===== config.mk =====
export PLATFORM = sky130hd
export DESIGN_NAME = tdc_readout
export DESIGN_NICKNAME = d
export VERILOG_FILES = /design/src/rtl/tdc_readout_pkg.sv /design/src/rtl/tdc_sync_fifo.sv /design/src/rtl/tdc_readout.sv
export SDC_FILE = /design/constraint.sdc
export NUM_CORES = 1
export LEC_CHECK = 0
export ABC_AREA = 1
export CELL_PAD_IN_SITES_DETAIL_PLACEMENT = 1
export CELL_PAD_IN_SITES_GLOBAL_PLACEMENT = 1
export CORE_MARGIN = 3
export CORE_UTILIZATION = 45
export DETAILED_ROUTE_END_ITERATION = 16
export PLACE_DENSITY_LB_ADDON = 0.1
export REMOVE_ABC_BUFFERS = 1
export SLEW_MARGIN = 20
export SYNTH_ARGS = -nofsm -noshare
export SYNTH_HDL_FRONTEND = slang
export SYNTH_SLANG_ARGS = --single-unit

===== constraint.sdc =====
create_clock -name clk -period 3.02 [get_ports clk]
set_input_delay 0.302 -clock clk [delete_from_list [all_inputs] [get_ports clk]]
set_output_delay 0.302 -clock clk [all_outputs]
set_load 0.03 [all_outputs]

===== src/rtl/tdc_readout_pkg.sv =====
// Shared definitions for the TDC readout path: frame header default, FSM
// state encoding, byte-count helper and timestamp width.
// Optional feature macro: READOUT_TIMESTAMP_EN (see tdc_readout.sv).
package tdc_readout_pkg;

  localparam logic [7:0]  SYNC_BYTE_DEF = 8'hA5;
  localparam int unsigned TS_W          = 16;

  typedef enum logic [1:0] {
    ST_IDLE = 2'd0,
    ST_HDR  = 2'd1,
    ST_DATA = 2'd2,
    ST_TS   = 2'd3
  } state_e;

  // Number of bytes needed to carry a w-bit word.
  function automatic int unsigned nb_bytes(input int unsigned w);
    return (w + 32'd7) / 32'd8;
  endfunction

endpackage


===== src/rtl/tdc_sync_fifo.sv =====
// Synchronous FIFO with extra-MSB pointers.
// Ports:
//   clk, irst_n        clock, async active-low reset
//   push, wdata        write request/data (caller guarantees no push when full
//                      unless a pop happens in the same cycle)
//   pop                read request (caller guarantees not empty)
//   rdata_c            head entry (combinational from storage)
//   full_c, empty_c    status decoded from the pointers
//   level              registered number of stored entries
module tdc_sync_fifo #(
  parameter int unsigned WIDTH = 24,
  parameter int unsigned DEPTH = 16
) (
  input  logic                     clk,
  input  logic                     irst_n,
  input  logic                     push,
  input  logic [WIDTH-1:0]         wdata,
  input  logic                     pop,
  output logic [WIDTH-1:0]         rdata_c,
  output logic                     full_c,
  output logic                     empty_c,
  output logic [$clog2(DEPTH):0]   level
);

  localparam int unsigned AW    = $clog2(DEPTH);
  localparam int unsigned PTR_W = AW + 1;

  logic [PTR_W-1:0] wr_ptr_q, wr_ptr_d;
  logic [PTR_W-1:0] rd_ptr_q, rd_ptr_d;
  logic [PTR_W-1:0] level_q, level_d;
  logic [WIDTH-1:0] mem_q [DEPTH];

  // Pointer and occupancy update
  always_comb begin
    wr_ptr_d = wr_ptr_q + PTR_W'(push);
    rd_ptr_d = rd_ptr_q + PTR_W'(pop);
    level_d  = level_q + PTR_W'(push) - PTR_W'(pop);
  end

  always_ff @(posedge clk or negedge irst_n) begin
    if (!irst_n) begin
      wr_ptr_q <= '0;
      rd_ptr_q <= '0;
      level_q  <= '0;
    end else begin
      wr_ptr_q <= wr_ptr_d;
      rd_ptr_q <= rd_ptr_d;
      level_q  <= level_d;
    end
  end

  // Storage needs no reset; validity is tracked by the pointers
  always_ff @(posedge clk) begin
    if (push) mem_q[wr_ptr_q[AW-1:0]] <= wdata;
  end

  // Same low bits with differing wrap bits means the writer lapped the reader
  always_comb begin
    rdata_c = mem_q[rd_ptr_q[AW-1:0]];
    full_c  = (wr_ptr_q[AW] != rd_ptr_q[AW]) && (wr_ptr_q[AW-1:0] == rd_ptr_q[AW-1:0]);
    empty_c = (wr_ptr_q == rd_ptr_q);
  end

  assign level = level_q;

endmodule


===== src/rtl/tdc_readout.sv =====
// TDC readout: buffers merged measurement words captured on `done` and
// streams each as a byte frame {SYNC_BYTE, data MSB..LSB} over valid/ready.
// Optional macro READOUT_TIMESTAMP_EN appends a 16-bit cycle timestamp
// (MSB, LSB) sampled when the word was pushed.
// Ports:
//   clk, irst_n          clock, async active-low reset
//   done, din            one-cycle capture strobe and merged word
//   clr_ovf              synchronous clear of overflow / drop_cnt
//   tx_data, tx_valid    registered byte stream to the UART transmitter
//   tx_ready             transmitter accepts the byte this cycle
//   fifo_level           words stored (excludes the word being framed)
//   overflow, drop_cnt   sticky drop flag and saturating drop count
//   busy                 frame in progress or FIFO non-empty
module tdc_readout
  import tdc_readout_pkg::*;
#(
  parameter int unsigned DATA_W    = 24,
  parameter int unsigned DEPTH     = 16,
  parameter logic [7:0]  SYNC_BYTE = SYNC_BYTE_DEF
) (
  input  logic                    clk,
  input  logic                    irst_n,
  input  logic                    done,
  input  logic [DATA_W-1:0]       din,
  input  logic                    clr_ovf,
  output logic [7:0]              tx_data,
  output logic                    tx_valid,
  input  logic                    tx_ready,
  output logic [$clog2(DEPTH):0]  fifo_level,
  output logic                    overflow,
  output logic [7:0]              drop_cnt,
  output logic                    busy
);

  localparam int unsigned NB    = nb_bytes(DATA_W);
  localparam int unsigned PAY_W = NB * 8;
  localparam int unsigned LVL_W = $clog2(DEPTH) + 1;
  localparam int unsigned IDX_W = (NB > 2) ? $clog2(NB) : 1;
`ifdef READOUT_TIMESTAMP_EN
  localparam int unsigned ENTRY_W = DATA_W + TS_W;
  localparam int unsigned SHIFT_W = PAY_W + TS_W;
`else
  localparam int unsigned ENTRY_W = DATA_W;
  localparam int unsigned SHIFT_W = PAY_W;
`endif

  state_e               state_q, state_d;
  logic [7:0]           tx_data_q, tx_data_d;
  logic                 tx_valid_q, tx_valid_d;
  logic [SHIFT_W-1:0]   shift_q, shift_d;
  logic [IDX_W-1:0]     idx_q, idx_d;
  logic                 overflow_q, overflow_d;
  logic [7:0]           drop_cnt_q, drop_cnt_d;
  logic                 busy_q, busy_d;

  logic                 hs_c, start_c, frame_done_c, pop_c, push_c, drop_c;
  logic [ENTRY_W-1:0]   fifo_wdata_c, fifo_rdata_c;
  logic [SHIFT_W-1:0]   payload_c;
  logic                 fifo_full_c, fifo_empty_c;
  logic [LVL_W-1:0]     level_nxt_c;

`ifdef READOUT_TIMESTAMP_EN
  logic [TS_W-1:0]      ts_cnt_q, ts_cnt_d;

  // Free-running cycle counter, wraps naturally
  always_comb ts_cnt_d = ts_cnt_q + TS_W'(1);

  always_ff @(posedge clk or negedge irst_n) begin
    if (!irst_n) ts_cnt_q <= '0;
    else         ts_cnt_q <= ts_cnt_d;
  end

  always_comb begin
    fifo_wdata_c = {din, ts_cnt_q};
    payload_c    = {PAY_W'(fifo_rdata_c[ENTRY_W-1 -: DATA_W]), fifo_rdata_c[TS_W-1:0]};
  end
`else
  always_comb begin
    fifo_wdata_c = din;
    payload_c    = PAY_W'(fifo_rdata_c);
  end
`endif

  tdc_sync_fifo #(
    .WIDTH (ENTRY_W),
    .DEPTH (DEPTH)
  ) u_fifo (
    .clk     (clk),
    .irst_n  (irst_n),
    .push    (push_c),
    .wdata   (fifo_wdata_c),
    .pop     (pop_c),
    .rdata_c (fifo_rdata_c),
    .full_c  (fifo_full_c),
    .empty_c (fifo_empty_c),
    .level   (fifo_level)
  );

  // Framing FSM: next state, byte selection and pop request
  always_comb begin
    state_d      = state_q;
    tx_data_d    = tx_data_q;
    tx_valid_d   = tx_valid_q;
    shift_d      = shift_q;
    idx_d        = idx_q;
    start_c      = 1'b0;
    frame_done_c = 1'b0;
    hs_c         = tx_valid_q & tx_ready;

    case (state_q)
      ST_IDLE: begin
        if (!fifo_empty_c) start_c = 1'b1;
      end
      ST_HDR: begin
        if (hs_c) begin
          tx_data_d = shift_q[SHIFT_W-1 -: 8];
          shift_d   = shift_q << 8;
          idx_d     = IDX_W'(NB - 1);
          state_d   = ST_DATA;
        end
      end
      ST_DATA: begin
        if (hs_c) begin
          if (idx_q != '0) begin
            tx_data_d = shift_q[SHIFT_W-1 -: 8];
            shift_d   = shift_q << 8;
            idx_d     = idx_q - IDX_W'(1);
          end else begin
`ifdef READOUT_TIMESTAMP_EN
            tx_data_d = shift_q[SHIFT_W-1 -: 8];
            shift_d   = shift_q << 8;
            idx_d     = IDX_W'(1);
            state_d   = ST_TS;
`else
            frame_done_c = 1'b1;
`endif
          end
        end
      end
`ifdef READOUT_TIMESTAMP_EN
      ST_TS: begin
        if (hs_c) begin
          if (idx_q != '0) begin
            tx_data_d = shift_q[SHIFT_W-1 -: 8];
            shift_d   = shift_q << 8;
            idx_d     = idx_q - IDX_W'(1);
          end else begin
            frame_done_c = 1'b1;
          end
        end
      end
`endif
      default: begin
        state_d    = ST_IDLE;
        tx_valid_d = 1'b0;
      end
    endcase

    // Last byte accepted: chain the next frame without an idle cycle if possible
    if (frame_done_c) begin
      if (!fifo_empty_c) begin
        start_c = 1'b1;
      end else begin
        tx_valid_d = 1'b0;
        state_d    = ST_IDLE;
      end
    end

    if (start_c) begin
      shift_d    = payload_c;
      tx_data_d  = SYNC_BYTE;
      tx_valid_d = 1'b1;
      state_d    = ST_HDR;
    end
  end

  // Push/drop policy and status registers; a pop frees the slot being written
  always_comb begin
    pop_c       = start_c;
    push_c      = done & (~fifo_full_c | pop_c);
    drop_c      = done & ~push_c;
    level_nxt_c = fifo_level + LVL_W'(push_c) - LVL_W'(pop_c);
    overflow_d  = overflow_q;
    drop_cnt_d  = drop_cnt_q;
    if (clr_ovf) begin
      overflow_d = 1'b0;
      drop_cnt_d = '0;
    end else if (drop_c) begin
      overflow_d = 1'b1;
      if (drop_cnt_q != 8'hFF) drop_cnt_d = drop_cnt_q + 8'd1;
    end
    busy_d = (state_d != ST_IDLE) | (level_nxt_c != '0);
  end

  always_ff @(posedge clk or negedge irst_n) begin
    if (!irst_n) begin
      state_q    <= ST_IDLE;
      tx_data_q  <= '0;
      tx_valid_q <= 1'b0;
      shift_q    <= '0;
      idx_q      <= '0;
      overflow_q <= 1'b0;
      drop_cnt_q <= '0;
      busy_q     <= 1'b0;
    end else begin
      state_q    <= state_d;
      tx_data_q  <= tx_data_d;
      tx_valid_q <= tx_valid_d;
      shift_q    <= shift_d;
      idx_q      <= idx_d;
      overflow_q <= overflow_d;
      drop_cnt_q <= drop_cnt_d;
      busy_q     <= busy_d;
    end
  end

  assign tx_data  = tx_data_q;
  assign tx_valid = tx_valid_q;
  assign overflow = overflow_q;
  assign drop_cnt = drop_cnt_q;
  assign busy     = busy_q;

endmodule


; Word-level counts from Yosys, hierarchy flattened
; Memories as Yosys holds them, arrays and structs flattened.
; Index checks and enable logic that the tools add are counted.
[op_classes]
n_reduce_logical = 14
bitwise_logic = 7
n_mux = 37
eq_ne = 12
n_addsub = 6
[ops]
columns = cell, count
row1 = 24-bit two-way mux, 4
row2 = 8-bit two-way mux, 7
row3 = 24-bit case mux with 2 select lines, 1
row4 = 8-bit case mux with 2 select lines, 1
row5 = 5-bit by 1-bit adder with 5-bit output, 3
row6 = 1-bit two-way mux, 15
row7 = 2-bit two-way mux, 7
row8 = 2-bit nonzero test, 5
row9 = "3-bit inequality test, second input constant", 3
row10 = "8-bit by 1-bit adder with 8-bit output, second input constant", 1
row11 = "8-bit inequality test, second input constant", 1
row12 = 2-bit case mux with 2 select lines, 2
row13 = 4-bit AND reduction, 2
row14 = "2-bit inequality test, second input constant", 3
row15 = 5-bit == test, 1
row16 = 5-bit nonzero test, 1
row17 = 5-bit by 1-bit subtractor with 5-bit output, 1
row18 = 4-bit == test, 1
row19 = 1-bit bitwise AND, 3
row20 = 3-bit nonzero test, 1
row21 = 3-bit OR reduction, 1
row22 = "2-bit by 1-bit == test with 1-bit output, second input constant", 1
row23 = "2-bit == test, second input constant", 1
row24 = 2-bit logical NOT, 1
row25 = other kinds (7), 9
[word_totals]
in_bits = 29
n_memories = 1
out_inout_bits = 24
reg_bits = 62
wordCells = 88
ram_bits = 384
[memory_table]
columns = name, words, word_bits, read_ports, rd_clocked_by_memory_dff, write_ports, line_no
row1 = u_fifo.mem_q, 16, 24, 1, 0, 1, tdc_sync_fifo.sv:31  ; logic [WIDTH-1:0] mem_q [DEPTH];

; Logic depth before layout (Yosys ltp)
; Gate-level depths: netlist of run 1.
[depth]
word_depth = 11
depth_mapped = 20
mapped_depth_nobuf = 19

; Hierarchy
; From an unflattened synthesis of run 1, not the netlist that was laid out.
[unflattened]
cells_unflattened = 2033
area_unflattened_um2 = 20063.0
[by_module_without_submodules]
columns = module, instances, area_per_inst_um2, cells_per_inst
row1 = tdc_sync_fifo, 1, 17589.4, 1731
row2 = tdc_readout, 1, 2473.6, 302

; Worst setup path after synthesis of run 1
; No wires, ideal clock.
[synth_timing]
kind = register -> register
start = register u_fifo.rd_ptr_q[1]
end = register busy_q, in the netlist busy
path_stages_with_launch = 21
setup_ns = 0.119
arrival_ns = 2.765
slack_ns = 0.136
required_ns = 2.901
path_buffers = 2
cell_sequence = dfrtp_1 buf_4 inv_2 nand2_1 nand2_1 nor2_2 nand3_4 nand2_8 inv_6 buf_6 ha_1 inv_1 ha_1 fa_1 nand3_1 nand2_1 or2_2 nand2_1 nand3_1 nor2_1 nand2_1
[synth_via]
elab_chain_cells = 11
elab_cells_between_ends = 18
cone_classes = add/sub: 2 / eq/ne: 2 / mux: 7 / bitwise: 4 / reduce/logical: 3
[synth_lines]
columns = item, line_no
row1 = from (decl), tdc_sync_fifo.sv:29  ; logic [PTR_W-1:0] rd_ptr_q, rd_ptr_d;
row2 = from (signal assigned), tdc_sync_fifo.sv:47  ; rd_ptr_q <= rd_ptr_d;
row3 = 5-bit == test, tdc_sync_fifo.sv:61  ; empty_c = (wr_ptr_q == rd_ptr_q);
row4 = 1-bit two-way mux, tdc_readout.sv:112  ; if (!fifo_empty_c) start_c = 1'b1;
row5 = 1-bit two-way mux, tdc_readout.sv:110  ; case (state_q)
row6 = 1-bit two-way mux, tdc_readout.sv:161  ; if (!fifo_empty_c) begin
row7 = 1-bit two-way mux, tdc_readout.sv:160  ; if (frame_done_c) begin
row8 = 1-bit OR, tdc_readout.sv:180  ; push_c = done & (~fifo_full_c | pop_c);
row9 = 1-bit bitwise AND, tdc_readout.sv:180
row10 = 5-bit by 1-bit adder with 5-bit output, tdc_readout.sv:182  ; level_nxt_c = fifo_level + LVL_W'(push_c) - LVL_W'(pop_c);
row11 = 5-bit by 1-bit subtractor with 5-bit output, tdc_readout.sv:182
row12 = 5-bit nonzero test, tdc_readout.sv:192  ; busy_d = (state_d != ST_IDLE) | (level_nxt_c != '0);
row13 = 1-bit OR *, tdc_readout.sv:192
row14 = net busy_d, tdc_readout.sv:54  ; logic busy_q, busy_d;
row15 = to (signal assigned), tdc_readout.sv:213  ; busy_q <= busy_d;
row16 = to (decl), tdc_readout.sv:54
; Mark *: on every way through the listed nets, which the timed path passes. The rest lies on a longest branch.
; A chain may end at the register's enable or synchronous reset.

; Final worst setup path of run 1
[layout_timing]
start = register u_fifo.rd_ptr_q[0]
end = register busy_q, in the netlist busy
; The elaborated chain is that of the path after synthesis.

==> results of run 1 <==
-- critical path, delay by kind of cell, from the launching register on --
kind / cells / cell delay [ps]
flip-flops: 1 / 540
adder cells (fa/ha/maj): 3 / 820
buffers and inverters: 2 / 70
AND/OR/NAND/NOR: 12 / 1270
-- metrics by stage --
step	setup WS (ps)	TNS (ps)
CTS	59.5	0
finish	216	0
detailed placement	17.0	0
global placement	20.2	0
floorplan	-5220	-1814290
global route	-14.1	-14.1
-- where the power goes --
| group | total (mW) | switching, mW | leakage [nW] | internal, mW |
|---|---|---|---|---|
| clock network | 5.48 | 2.37 | 0.699 | 3.10 |
| logic | 8.07 | 5.71 | 3.23 | 2.36 |
| registers | 8.04 | 0.397 | 4.21 | 7.64 |
-- state kept, by name, summed over array words and instances, names as in the netlist --
name             flops
u_fifo.level         5
idx_q                2
state_q              2
shift_q             24
drop_cnt             8
u_fifo.rd_ptr_q      5
tx_data              8
u_fifo.mem_q       384
busy                 1
tx_valid             1
overflow             1
u_fifo.wr_ptr_q      5
-- layout make-up --
| type | instances | area share [%] |
|---|---|---|
| sequential | 446 | 61.2 |
| multi-input combinational | 1056 | 23.0 |
| clock buffer | 67 | 6.08 |
| timing repair buffer | 100 | 4.92 |
| tap | 525 | 3.07 |
| inverter | 58 | 1.08 |
| clock inverter | 20 | 0.725 |
-- cell families (layout without fill, tap and decap cells) --
| family | count (synthesis) | count (layout) | share of synthesized area [%] |
|---|---|---|---|
| AOI/OAI and AO/OA | 10 | 10 | 0.276 |
| xor gates and xnor gates | 15 | 15 | 0.708 |
| adders and majority gates | 12 | 12 | 0.849 |
| DFF | 446 | 446 | 70.5 |
| and+or+nand+nor | 1019 | 1019 | 23.9 |
| buffers and inverters | 151 | 245 | 3.76 |
-- routing by layer --
layer	global-route usage [%]	vias to the layer above
met5	0	-
met4	6.30	0
met3	3.84	74
met2	40.5	309
met1	31.3	6400
li1	-	5806
-- cell usage after synthesis, types with 2 or more instances --
| cell type | number | area (sq um) |
|---|---|---|
| clkbuf_1 | 20 | 75.1 |
| edfxtp_1 | 384 | 11500 |
| o21ai_0 | 5 | 25.0 |
| inv_1 | 48 | 180 |
| buf_4 | 6 | 45.0 |
| dfrtp_1 | 62 | 1550 |
| nor2_1 | 35 | 131 |
| nor2_2 | 2 | 12.5 |
| nand2_1 | 579 | 2170 |
| nor2_4 | 3 | 33.8 |
| buf_1 | 9 | 33.8 |
| buf_2 | 54 | 270 |
| xnor2_1 | 8 | 70.1 |
| inv_2 | 7 | 26.3 |
| a21oi_1 | 4 | 20.0 |
| buf_6 | 3 | 33.8 |
| nand3_2 | 12 | 120 |
| xor2_1 | 7 | 61.3 |
| ha_1 | 11 | 138 |
| nand3_1 | 380 | 1900 |
| nand4_1 | 2 | 12.5 |
-- timing repair --
item                                    4_1_cts  5_1_grt
hold buffers                                  1        0
endpoints found under the setup margin        0        1
resized for setup                             0        8
buffers inserted                              0        1
hold endpoints to repair                     62        0
-- how the worst min path moves through the flow --
stage	end	start	cells after the start
6_report	tx_data[2]	irst_n	3
5_1_grt	shift_q[18]	irst_n	3
3_3_place_gp	tx_data[2]	irst_n	2
2_1_floorplan	busy	irst_n	0
4_1_cts	shift_q[9]	irst_n	3
3_5_place_dp	tx_data[2]	irst_n	2
==> metrics.md, run 1 <==
| Metric | Value |
|---|---|
| Status | finished, final reports clean |
| Setup crit end | busy |
| Multi-input logic area | 4920 sq um |
| Placed insts | 2183 |
| WL/cell | 22.5 microns |
| WL met3 | 2560 microns |
| Syn avg cell area | 11.2 sq um |
| Hold slack final | 276 ps |
| Gate Count Post-Synth | 1653 |
| Delay of the slowest critical-path stage | 540 ps |
| Reg2reg start | u_fifo.rd_ptr_q[0] |
| Non-Filler Instances | 2272 |
| Row count | 73 |
| Crit path from | u_fifo.rd_ptr_q[0] |
| Via count | 12589 |
| Power, Total | 21.6 mW |
| Post-route design area | 21400 sq um |
| Highest-delay cell along the critical path | dfrtp_4 |
| Max-cap viol count | 0 |
| Final worst-path cycle share | 92.9% |
| Largest net degree at the start of global routing | 194 |
| Post-route minimum period | 2800 ps |
| Placed wire-length estimate | 27200 microns |
| Pwr dens | 1010 nW/um^2 |
| Vias/cell | 5.54 |
| Max_slew headroom | 27.8% |
| CP endpoint kind | flip-flop |
| Drt pass-1 iters | 5 |
| Root buffer cell | clkbuf_16 |
| Setup Skew | 20.4 ps |
| Grt total ovfl | 0 |
| Worst Hold Class | primary input to async pin |
| Req. time, crit path | 3500 ps |
| Most used DFF post-synth | edfxtp_1 |
| Post-synth ARST share | 13.9% |
| Placed cell areas | 19900 sq um |
| Met2 WL | 25400 microns |
| Antenna Nets Post-Route | 0 |
| CTS Buf Count | 48 |
| H-tree levels | 2 |
| Layout cells sized above 1 | 9.56% |
| CTS tree | done |
| Vias in the first global route | 13258 |
| Remaining DRCs | 0 |
| Least-Margin Pin Slew | 1080 ps |
| Synth unique cells | 33 |
| Reg2Reg Depth | 17 |
| CP most frequent cell | nand2_1 |
| Kind of critical path | flip-flop to flip-flop |
| Post-synthesis sequential area ratio | 70.5% |
| Starting Density | 46.1% |
| Clock Path Buffers | 3 |
| Total GRT Usage | 23.6% |
| Die H | 209 microns |
| Commonest non-fill, non-tap cell in the layout | nand2_1 |
| Ys Warns | 0 |
| Clk Latency, worst-skew pair | 590 ps |
| Final WL | 51100 microns |
| Clk slew on worst S/H paths | 60 ps |
| Ant. Diodes | 0 |
| Top layer used by detailed routing | met4 |
| Yosys reg bits | 446 |
| Number of fillers in the final layout | 4185 |
| Final Wtd Congestion | 0.763 |
| Sequential Area | 13100 sq um |
| Setup violators final | 0 |
| Core box area | 40300 sq um |
| P&R area growth vs syn | 15.3% |
| Die W | 209 microns |
| R2r setup slk | 220 ps |
| # IOs | 53 |
| Final Hold Viols | 0 |
| Static Leak | 8.13 nW |
| CP Cell Sequence | nand2_1, nand2_1, nor2_4, nand3_4, nand2_8, inv_6, ha_1, inv_1, ha_1, fa_2, nand3_1, nand2_1, or2_2, nand2_1, nand3_1, nor2_1, nand2_1 |
| EDFF count, synth | 384 |
| F_max | 357 MHz |
| Mapped Area | 18600 sq um |
| Fin. max-slew vios | 0 |
| Initial antenna violation count | 0 |
| RR Endpoint | busy |
| Nature of the critical path startpoint | flip-flop |
| Die ar. | 43700 sq um |
| Num Clock Sinks | 446 |
| Most frequent cells in the layout | nand2_1 (578), edfxtp_1 (384), nand3_1 (380) |
| Metal-1 WL | 22100 microns |
| Iteration-0 DRC Markers | 909 |
| Final net count | 1751 |
| Global-route wire length before repair | 78900 microns |
| Finished Core Util | 53.2% |
| Max Fanout on Critical Path | 8 |
| Port Buffer Count | 52 |
| Critical Path AT | 3280 ps |
| Worst IR Drop VDD | 0.681 mV |
No activity file was read; power rests on OpenSTA's default activity.
==> inputs of run 2 (changes only) <==
--- a/config.mk
+++ b/config.mk
@@ -8,8 +8,9 @@
 export ABC_AREA = 1
 export CELL_PAD_IN_SITES_DETAIL_PLACEMENT = 1
 export CELL_PAD_IN_SITES_GLOBAL_PLACEMENT = 1
+export CORE_ASPECT_RATIO = 1.2
 export CORE_MARGIN = 3
-export CORE_UTILIZATION = 45
+export CORE_UTILIZATION = 40
 export DETAILED_ROUTE_END_ITERATION = 16
 export PLACE_DENSITY_LB_ADDON = 0.1
 export REMOVE_ABC_BUFFERS = 1
==> run 2 against run 1 <==
- power increased by 1.2%
- highest routed layer unchanged
- utilization shrank 5.7 points
- largest power group unchanged
- sequential cell count unchanged
==> metrics.md, run 2 (same netlist as run 1, synthesis figures left out) <==
| Metric | Value |
|---|---|
| Post-route design area | 21600 sq um |
| Sw power | 8.48 mW |
| Internal power | 13.4 mW |
| CP top delay family | simple AND/OR/NAND/NOR gates |
| Antenna Nets Post-Route | 0 |
| Final Hold Viols | 0 |
| Placed wire-length estimate | 29200 microns |
| Worst IR Drop VDD | 0.637 mV |
| Register share of total power | 36.7% |
| Metal-1 WL | 22300 microns |
| Largest register FFs | 384 |
| Port Buffer Count | 52 |
| Starting Density | 40.9% |
| Least-Margin Pin Slew | 991 ps |
| Final Wtd Congestion | 0.769 |
| F_max | 357 MHz |
| WL met3 | 2000 microns |
| R2r setup slk | 220 ps |
| Critical Path AT | 3270 ps |
| Row count | 85 |
| Final net count | 1758 |
| Status | finished, final reports clean |
| Sw Share | 38.8% |
| Top layer used by detailed routing | met4 |
| Clk slew on worst S/H paths | 60 ps |
| Iteration-0 DRC Markers | 825 |
| Highest-delay cell along the critical path | dfrtp_4 |
| Placed cell areas | 20000 sq um |
| CP endpoint kind | flip-flop |
| Setup Skew | 15.3 ps |
| Global-route wire length before repair | 80200 microns |
| Num Clock Sinks | 446 |
| Fin. max-slew vios | 0 |
| Ant. Diodes | 0 |
| Commonest non-fill, non-tap cell in the layout | nand2_1 |
| Crit path buf inv count | 2 |
| Met2 WL | 26800 microns |
| Most frequent cells in the layout | nand2_1 (578), edfxtp_1 (384), nand3_1 (380) |
| Remaining DRCs | 0 |
| Vias/cell | 5.27 |
| Delay of the slowest critical-path stage | 510 ps |
| Final WL | 52300 microns |
| Kind of critical path | flip-flop to flip-flop |
| Nature of the critical path startpoint | flip-flop |
| P&R area growth vs syn | 16.1% |
| CTS Buf Count | 48 |
| Layout cells sized above 1 | 10.0% |
| Post-route setup TNS | 0 ps |
| Share of total power in combinational logic | 37.0% |
| Root buffer cell | clkbuf_16 |
| Static Leak | 8.20 nW |
| Pwr dens | 1010 nW/um^2 |
| Final worst-path cycle share | 92.9% |
| Initial antenna violation count | 0 |
| H-tree levels | 2 |
| # IOs | 53 |
| Max-cap viol count | 0 |
| Post-route minimum period | 2800 ps |
| Number of fillers in the final layout | 4818 |
| Clk Latency, worst-skew pair | 570 ps |
| Req. time, crit path | 3480 ps |
| Die H | 242 microns |
| Via count | 12449 |
| Setup violators final | 0 |
| Drt pass-1 iters | 5 |
| Worst Hold Class | primary input to async pin |
| Die W | 203 microns |
| Finished Core Util | 47.5% |
| Sequential Area | 13100 sq um |
| CP Cell Sequence | nand2_1, nand2_1, nor2_4, nand3_4, nand2_8, inv_6, ha_1, inv_1, ha_1, fa_2, nand3_1, nand2_1, or2_2, nand2_1, nand3_1, nor2_1, nand2_1 |
| Grt total ovfl | 0 |
| Multi-input logic area | 4920 sq um |
| Clock group share of total power | 26.3% |
| Max Fanout on Critical Path | 4 |
| Largest net degree at the start of global routing | 194 |
| Max_slew headroom | 34.0% |
| Vias in the first global route | 13237 |
| Core box area | 45400 sq um |
| Clock Path Buffers | 3 |
| CTS tree | done |
| CP most frequent cell | nand2_1 |
| Total GRT Usage | 21.4% |
| WL/cell | 22.1 microns |
| Unrepaired setup endpoints after global routing | yes |
| Die ar. | 49100 sq um |
## run 2: cell count changes in the layout (fill, tap and decap cells not counted), moves of 3 or more
cell       delta
bufinv_16     +3
clkbuf_1      -6
buf_4        +12
clkinv_2      +3
buf_12        -6
## run 2: what timing repair did
action | in CTS | in global routing
hold buffers | 1 | 0
setup endpoints to repair | 0 | 9
setup buffers | 0 | 0
resized for setup | 0 | 8
endpoints found under the hold margin | 32 | 0
## run 2: power by group through the flow
stage,clock (mW),combinational (mW),sequential (mW)
finish,5.76,8.08,8.02
CTS,5.91,8.19,8.02
detailed placement,0,8.14,8.14
global route,6.13,9.05,8.10
floorplan,0,4.55,8.65
global placement,0,7.98,8.11
## run 2: worst reg2reg max path, delay by kind of cell (launching register included)
family,cells,cell delay (ps)
DFF,1,510
and+or+nand+nor,12,1250
buffers and inverters,2,70
adders and majority gates,3,850
## run 2: stage by stage
step,total power [mW],hold WS (ps),setup slack (ps),cells
after detailed placement,16.3,459,8.85,2275
after CTS,22.1,378,43.1,2361
final,21.9,357,215,2361
after floorplan,13.2,6.41,-5220,1560
after global routing,23.3,428,-12.2,2361
after global placement,16.1,447,16.1,2275
## run 2: final timing paths
| check | to | start | depth (start not counted) |
|---|---|---|---|
| worst max register to register | busy | u_fifo.rd_ptr_q[0] | 17 |
| max in group asynchronous | shift_q[12] | irst_n | 3 |
| min in group clk | overflow | clr_ovf | 3 |
| worst max-delay path | busy | u_fifo.rd_ptr_q[0] | 17 |
| worst min-delay path | u_fifo.level[4] | irst_n | 2 |
| worst min register to register | u_fifo.wr_ptr_q[4] | u_fifo.wr_ptr_q[4] | 1 |
## run 2: layout make-up
cell class	instances	area share (%)
sequential	446	60.7
inverter	58	1.07
tap	609	3.53
timing repair buffer	107	4.80
multi-input combinational	1056	22.8
clock inverter	22	0.934
clock buffer	63	6.12
## run 2: layer usage
metal,global-route usage [%],up-vias
li1,-,5806
met1,27.4,6359
met2,38.4,218
met3,2.78,66
met4,5.89,0
met5,0,-
